[src/rtl/hdmi_link_pkg.sv]
// Shared types for the HDMI link bring-up sequencer: state encodings and counter sizing.
package hdmi_link_pkg;

    typedef enum logic [2:0] {
        IDLE    = 3'd0,
        DEB_ON  = 3'd1,
        CONFIG  = 3'd2,
        BACKOFF = 3'd3,
        WAIT_TX = 3'd4,
        SETTLE  = 3'd5,
        RUN     = 3'd6,
        FAULT   = 3'd7
    } link_state_e;

    // Width of the shared cycle counter: enough to hold the largest terminal value.
    function automatic int unsigned count_width(input int unsigned debounce,
                                                input int unsigned backoff,
                                                input int unsigned settle);
        int unsigned m;
        int unsigned w;
        m = debounce;
        if (backoff > m) m = backoff;
        if (settle > m)  m = settle;
        w = $clog2(m);
        return (w < 1) ? 1 : w;
    endfunction

endpackage

[src/rtl/bit_synchronizer.sv]
// Two-flop synchroniser for a single asynchronous level, with selectable reset value.
module bit_synchronizer #(
    parameter logic RESET_VALUE = 1'b0
) (
    input  logic clock,
    input  logic reset_n,
    input  logic d,
    output logic q
);

    logic meta;

    always_ff @(posedge clock or negedge reset_n) begin
        if (!reset_n) begin
            meta <= RESET_VALUE;
            q    <= RESET_VALUE;
        end else begin
            meta <= d;
            q    <= meta;
        end
    end

endmodule

[src/rtl/hdmi_link_sequencer.sv]
// Per-port HDMI bring-up: debounce hot-plug, run retimer config with retries,
// wait for the TX path and settle, then enable the stream; handles unplug/TX loss anywhere.
module hdmi_link_sequencer
    import hdmi_link_pkg::*;
#(
    parameter int unsigned DEBOUNCE_CYCLES = 2_000_000,
    parameter int unsigned BACKOFF_CYCLES  = 20_000_000,
    parameter int unsigned SETTLE_CYCLES   = 200_000,
    parameter int unsigned RETRY_LIMIT     = 3
) (
    input  logic       clock,
    input  logic       reset_n,
    input  logic       hpd,
    input  logic       tx_ready,
    output logic       cfg_request,
    input  logic       cfg_done,
    input  logic       cfg_error,
    output logic       run,
    output logic       fault,
    output logic [2:0] state
);

    localparam int unsigned CW = count_width(DEBOUNCE_CYCLES, BACKOFF_CYCLES, SETTLE_CYCLES);
    localparam logic [CW-1:0] DEB_LAST    = CW'(DEBOUNCE_CYCLES - 1);
    localparam logic [CW-1:0] BACKOFF_LAST = CW'(BACKOFF_CYCLES - 1);
    localparam logic [CW-1:0] SETTLE_LAST = CW'(SETTLE_CYCLES - 1);
    localparam logic [3:0]    RETRY_MAX   = 4'(RETRY_LIMIT);

    logic          hpd_s;
    link_state_e   state_q;
    logic [CW-1:0] count;
    logic [3:0]    retry_count;
    logic [3:0]    retry_next;
    logic          unplug_pending;

    bit_synchronizer #(.RESET_VALUE(1'b0)) u_hpd_sync (
        .clock   (clock),
        .reset_n (reset_n),
        .d       (hpd),
        .q       (hpd_s)
    );

    assign retry_next = retry_count + 4'd1;
    assign state      = state_q;

    always_ff @(posedge clock or negedge reset_n) begin
        if (!reset_n) begin
            state_q        <= IDLE;
            count          <= '0;
            retry_count    <= '0;
            unplug_pending <= 1'b0;
            cfg_request    <= 1'b0;
            run            <= 1'b0;
            fault          <= 1'b0;
        end else begin
            case (state_q)
                IDLE: begin
                    if (hpd_s) begin
                        state_q <= DEB_ON;
                        count   <= '0;
                    end
                end

                DEB_ON: begin
                    if (!hpd_s) begin
                        state_q     <= IDLE;
                        count       <= '0;
                        retry_count <= '0;
                    end else if (count == DEB_LAST) begin
                        state_q        <= CONFIG;
                        count          <= '0;
                        cfg_request    <= 1'b1;
                        unplug_pending <= 1'b0;
                    end else begin
                        count <= count + CW'(1);
                    end
                end

                // Never abandon a transaction; an unplug is only acted on at the response.
                CONFIG: begin
                    if (!hpd_s) unplug_pending <= 1'b1;
                    if (cfg_done || cfg_error) begin
                        cfg_request <= 1'b0;
                        count       <= '0;
                        if (unplug_pending || !hpd_s) begin
                            state_q        <= IDLE;
                            retry_count    <= '0;
                            unplug_pending <= 1'b0;
                        end else if (cfg_error) begin
                            retry_count <= retry_next;
                            if (retry_next == RETRY_MAX) begin
                                state_q <= FAULT;
                                fault   <= 1'b1;
                            end else begin
                                state_q <= BACKOFF;
                            end
                        end else begin
                            retry_count <= '0;
                            state_q     <= WAIT_TX;
                        end
                    end
                end

                BACKOFF: begin
                    if (!hpd_s) begin
                        state_q     <= IDLE;
                        count       <= '0;
                        retry_count <= '0;
                    end else if (count == BACKOFF_LAST) begin
                        state_q        <= CONFIG;
                        count          <= '0;
                        cfg_request    <= 1'b1;
                        unplug_pending <= 1'b0;
                    end else begin
                        count <= count + CW'(1);
                    end
                end

                WAIT_TX: begin
                    if (!hpd_s) begin
                        state_q     <= IDLE;
                        count       <= '0;
                        retry_count <= '0;
                    end else if (tx_ready) begin
                        state_q <= SETTLE;
                        count   <= '0;
                    end
                end

                SETTLE: begin
                    if (!hpd_s) begin
                        state_q     <= IDLE;
                        count       <= '0;
                        retry_count <= '0;
                    end else if (!tx_ready) begin
                        state_q <= WAIT_TX;
                        count   <= '0;
                    end else if (count == SETTLE_LAST) begin
                        state_q <= RUN;
                        count   <= '0;
                        run     <= 1'b1;
                    end else begin
                        count <= count + CW'(1);
                    end
                end

                // TX loss wins over unplug; unplug needs a full debounce of low hpd.
                RUN: begin
                    if (!tx_ready) begin
                        state_q <= WAIT_TX;
                        count   <= '0;
                        run     <= 1'b0;
                    end else if (hpd_s) begin
                        count <= '0;
                    end else if (count == DEB_LAST) begin
                        state_q     <= IDLE;
                        count       <= '0;
                        retry_count <= '0;
                        run         <= 1'b0;
                    end else begin
                        count <= count + CW'(1);
                    end
                end

                FAULT: begin
                    cfg_request <= 1'b0;
                    if (!hpd_s) begin
                        state_q     <= IDLE;
                        count       <= '0;
                        retry_count <= '0;
                        fault       <= 1'b0;
                    end
                end

                default: begin
                    state_q <= IDLE;
                    count   <= '0;
                end
            endcase
        end
    end

endmodule

[config.mk]
export PLATFORM = sky130hd
export DESIGN_NAME = hdmi_link_sequencer
export DESIGN_NICKNAME = d
export VERILOG_FILES = /design/src/rtl/hdmi_link_pkg.sv /design/src/rtl/bit_synchronizer.sv /design/src/rtl/hdmi_link_sequencer.sv
export SDC_FILE = /design/constraint.sdc
export NUM_CORES = 1
export LEC_CHECK = 0
export ABC_AREA = 1
export CAP_MARGIN = 20
export CORE_AREA = 2 2 90 92
export CTS_BUF_LIST = sky130_fd_sc_hd__clkbuf_2
export CTS_CLUSTER_SIZE = 20
export DETAILED_ROUTE_END_ITERATION = 16
export DIE_AREA = 0 0 92 94
export RECOVER_POWER = 25
export SETUP_SLACK_MARGIN = 0.1
export SYNTH_ARGS = -nofsm -noshare
export SYNTH_HDL_FRONTEND = slang
export SYNTH_SLANG_ARGS = --single-unit
[constraint.sdc]
create_clock -name clock -period 3.2 [get_ports clock]
set_input_delay 0.48 -clock clock [delete_from_list [all_inputs] [get_ports clock]]
set_output_delay 0.48 -clock clock [all_outputs]
set_load 0.05 [all_outputs]
==> run summary <==
GR Overflow Total = 0
Fin crit share = 74.9%
Worst setup EP type = output port
Post-synthesis async set-or-reset flop share = 100%
Detailed-route wire length per cell = 12.8 microns
Number of rows created at floorplan = 32
Worst slack at placement = 0.887 ns
End point of the critical path = state[0]
Post-synthesis sequential area ratio = 36.4%
CTS buffer count = 5
Arrival @ worst endpoint = 1.92 ns
Clock buffer depth = 2
Combinational family with the most area after synthesis = simple AND/OR/NAND/NOR gates
Final instance area = 2880 sq um
Number of global-route vias before repair = 2426
Floorplan Core Area = 7610 sq um
Share of final-layout standard cells stronger than drive strength 1 = 6.78%
Synthesized cell area = 2610 sq um
Number of endpoints with negative hold slack in the final report = 0
Final worst clock skew = 0.0206 ns
Boundary pin count = 12
Multiplexer share of the synthesized area = 0%
CP Class = reg -> out
CP delay by family, top = buffers and inverters
Core utilization of the finished layout = 37.9%
Path class of the lowest-slack min-delay path = reg -> reg
Share of synthesized cell area in and, or, nand and nor gates = 40.9%
Slowest CP cell = sky130_fd_sc_hd__clkdlybuf4s50_1
Number of instances resized during post-cts repair = 0
Hold_buf cts = 0
Remaining max-slew budget at the tightest pin = -38.1%
Wire length of the first global-routing pass = 11400 microns
Number of filler cells placed in the layout = 818
Xor/xnor share of the synthesized area = 2.01%
Worst-Skew Late Latency = 0.41 ns
Clock input transition at the sequential cells of the worst setup and hold paths = 0.22 ns
Adder-cell share of the synthesized area = 1.44%
Critical path launch point = state[0]$_DFFE_PN0P_
Synthesized area per cell = 6.75 sq um
Total negative slack for setup checks = 0 ns
Post-synth cell types = 34
Post-synth EDFFs = 0
Area Growth Syn to Fin = 10.3%
Clock period minus worst slack = 2.40 ns
MaxCap Viol Count = 1
Die span in x = 92 microns
Count of cells along the worst register-to-register path = 12
Routability congestion estimate = 0.953
Standby leakage power = 1.29 nW
Unrepaired setup endpoints after global routing = false
Final-report max-slew violation count = 39
Antenna-violating nets left = 0
Top_reg_cell synth = sky130_fd_sc_hd__dfrtp_1
Effective utilization at floorplan = 34.3%
Violated checks = capacitance limit, slew limit
Number of detailed-route iterations in the first pass = 4
Post-CTS Setup Inserts = 0
Crit-path cells = clkdlybuf4s50_1
Endpoint of the most critical register-to-register path = count[19]$_DFFE_PN0P_
Worst path bufs/invs = 1
Power per unit of standard cell area = 616 nW/um^2
Worst Setup Slack, final = 0.803 ns
All-layer global routing usage = 16.2%
Outcome = finished, violations left
Cell count along the critical path = 1
Largest net degree at the start of global routing = 39
Number of setup violations in the final report = 0
# nets final = 406
Commonest non-fill, non-tap cell in the layout = sky130_fd_sc_hd__nand2_1
Cell at the root of the clock tree = sky130_fd_sc_hd__clkbuf_2
Worst path max stage delay = 0.88 ns
Number of antenna violations at the first check in global routing = 0
Port Buffers = 11
Cell Area, Placed = 2790 sq um
Number of cells in the design after placement = 492
Sinks on the clock net = 38
Count of routing violations after the opening detailed-route iteration = 174
Synthesis Warnings = 0
Total number of H-tree levels = 2
Transition time at the pin with the least slew margin = 2.07 ns
Beginning of the worst register-to-register path = count[0]$_DFFE_PN0P_
Worst-path fanout max = 12
Synthesized-area fraction occupied by ao, oa, aoi and oai cells = 10.2%
Die outline area = 8650 sq um
Die span in y = 94 microns
Startpoint kind of the worst setup timing path = flop
Number of antenna diodes = 0
Largest vdd supply drop = 0.404 mV
Gate Count Post-Synth = 387
Worst setup slack for register-to-register paths = 1.05 ns
Upper clock frequency limit = 0.417 GHz
Detailed Route WL = 6410 microns
Required time at the endpoint of the critical path = 2.72 ns
Net count of the mapped netlist = 396
Final routed DRC violation total = 0
CTS tree = yes
HPWL after detailed placement = 4740 microns
Flops & latches, synth = 38
Finished Layout Cells = 500
Via-to-Cell Ratio = 4.96
Highest-count cells in the layout ignoring fill and taps = 99 x sky130_fd_sc_hd__nand2_1, 49 x sky130_fd_sc_hd__nor2_1, 44 x sky130_fd_sc_hd__inv_1
Count of vias placed by the detailed router = 2481
==> state kept, by name (all words and copies together) (netlist names) <==
signal,cells
cfg_request,1
u_hpd_sync.meta,1
u_hpd_sync.q,1
state,3
unplug_pending,1
run,1
count,25
retry_count,4
fault,1
==> per-stage QoR <==
stage	power, mW	hold WS [ns]
2_1_floorplan	1.23	0.184
3_3_place_gp	1.38	0.335
3_5_place_dp	1.39	0.337
4_1_cts	1.80	0.175
5_1_grt	1.92	0.406
6_report	1.77	0.381
==> cells by family (layout without fill, tap and decap cells) <==
family,Yosys count,in the layout
and+or+nand+nor,236,236
buffers and inverters,55,66
AOI/OAI and AO/OA,49,49
DFF,38,38
xor gates and xnor gates,6,6
adders and majority gates,3,3
==> layer usage <==
layer	track usage (%)	vias up	wire [microns]
li1	-	1297	-
met1	22.7	1131	3150
met2	26.6	49	2980
met3	2.57	4	250
met4	3.36	0	25
met5	0	-	0
==> how the worst min path moves through the flow <==
| stage | from | endpoint | slack (ns) | cells past startpoint |
|---|---|---|---|---|
| after global placement | u_hpd_sync.meta$_DFF_PN0_ | u_hpd_sync.q$_DFF_PN0_ | 0.33 | 0 |
| final | u_hpd_sync.meta$_DFF_PN0_ | u_hpd_sync.q$_DFF_PN0_ | 0.38 | 0 |
| after CTS | reset_n | count[5]$_DFFE_PN0P_ | 0.17 | 1 |
| after global routing | u_hpd_sync.meta$_DFF_PN0_ | u_hpd_sync.q$_DFF_PN0_ | 0.41 | 0 |
| after floorplan | reset_n | cfg_request$_DFFE_PN0P_ | 0.18 | 0 |
| after detailed placement | u_hpd_sync.meta$_DFF_PN0_ | u_hpd_sync.q$_DFF_PN0_ | 0.34 | 0 |
==> area by class of cell <==
class,count,area (sq um),share of cell area (%)
clock inverter,3,68.8,2.39
multi-input combinational,294,1430,49.5
inverter,46,173,5.99
clock buffer,5,25.0,0.868
sequential,38,951,33.0
tap,102,128,4.43
timing repair buffer,12,111,3.86
==> synthesized netlist by cell type, types with 2 or more instances <==
cell | count | share of area (%)
sky130_fd_sc_hd__a21oi_1 | 3 | 0.57
sky130_fd_sc_hd__buf_2 | 3 | 0.57
sky130_fd_sc_hd__buf_4 | 3 | 0.86
sky130_fd_sc_hd__buf_6 | 2 | 0.86
sky130_fd_sc_hd__dfrtp_1 | 38 | 36
sky130_fd_sc_hd__ha_1 | 3 | 1.4
sky130_fd_sc_hd__inv_1 | 44 | 6.3
sky130_fd_sc_hd__inv_2 | 2 | 0.29
sky130_fd_sc_hd__nand2_1 | 99 | 14
sky130_fd_sc_hd__nand2_2 | 6 | 1.4
sky130_fd_sc_hd__nand3_1 | 38 | 7.3
sky130_fd_sc_hd__nand3b_1 | 2 | 0.57
sky130_fd_sc_hd__nand4_1 | 15 | 3.6
sky130_fd_sc_hd__nor2_1 | 49 | 7.0
sky130_fd_sc_hd__nor2_2 | 3 | 0.72
sky130_fd_sc_hd__nor3_1 | 14 | 2.7
sky130_fd_sc_hd__nor4_1 | 2 | 0.48
sky130_fd_sc_hd__o21a_1 | 3 | 0.86
sky130_fd_sc_hd__o21ai_0 | 14 | 2.7
sky130_fd_sc_hd__o21ai_1 | 23 | 4.4
sky130_fd_sc_hd__or2_2 | 3 | 0.72
sky130_fd_sc_hd__xor2_1 | 6 | 2.0
==> power by group <==
part | switching (mW) | internal (mW) | total [mW]
Clock | 0.189 | 0.212 | 0.401
Combinational | 0.469 | 0.236 | 0.705
Sequential | 0.107 | 0.562 | 0.669
Total | 0.765 | 1.01 | 1.77
Note: power is estimated with default switching activity, not from simulation.
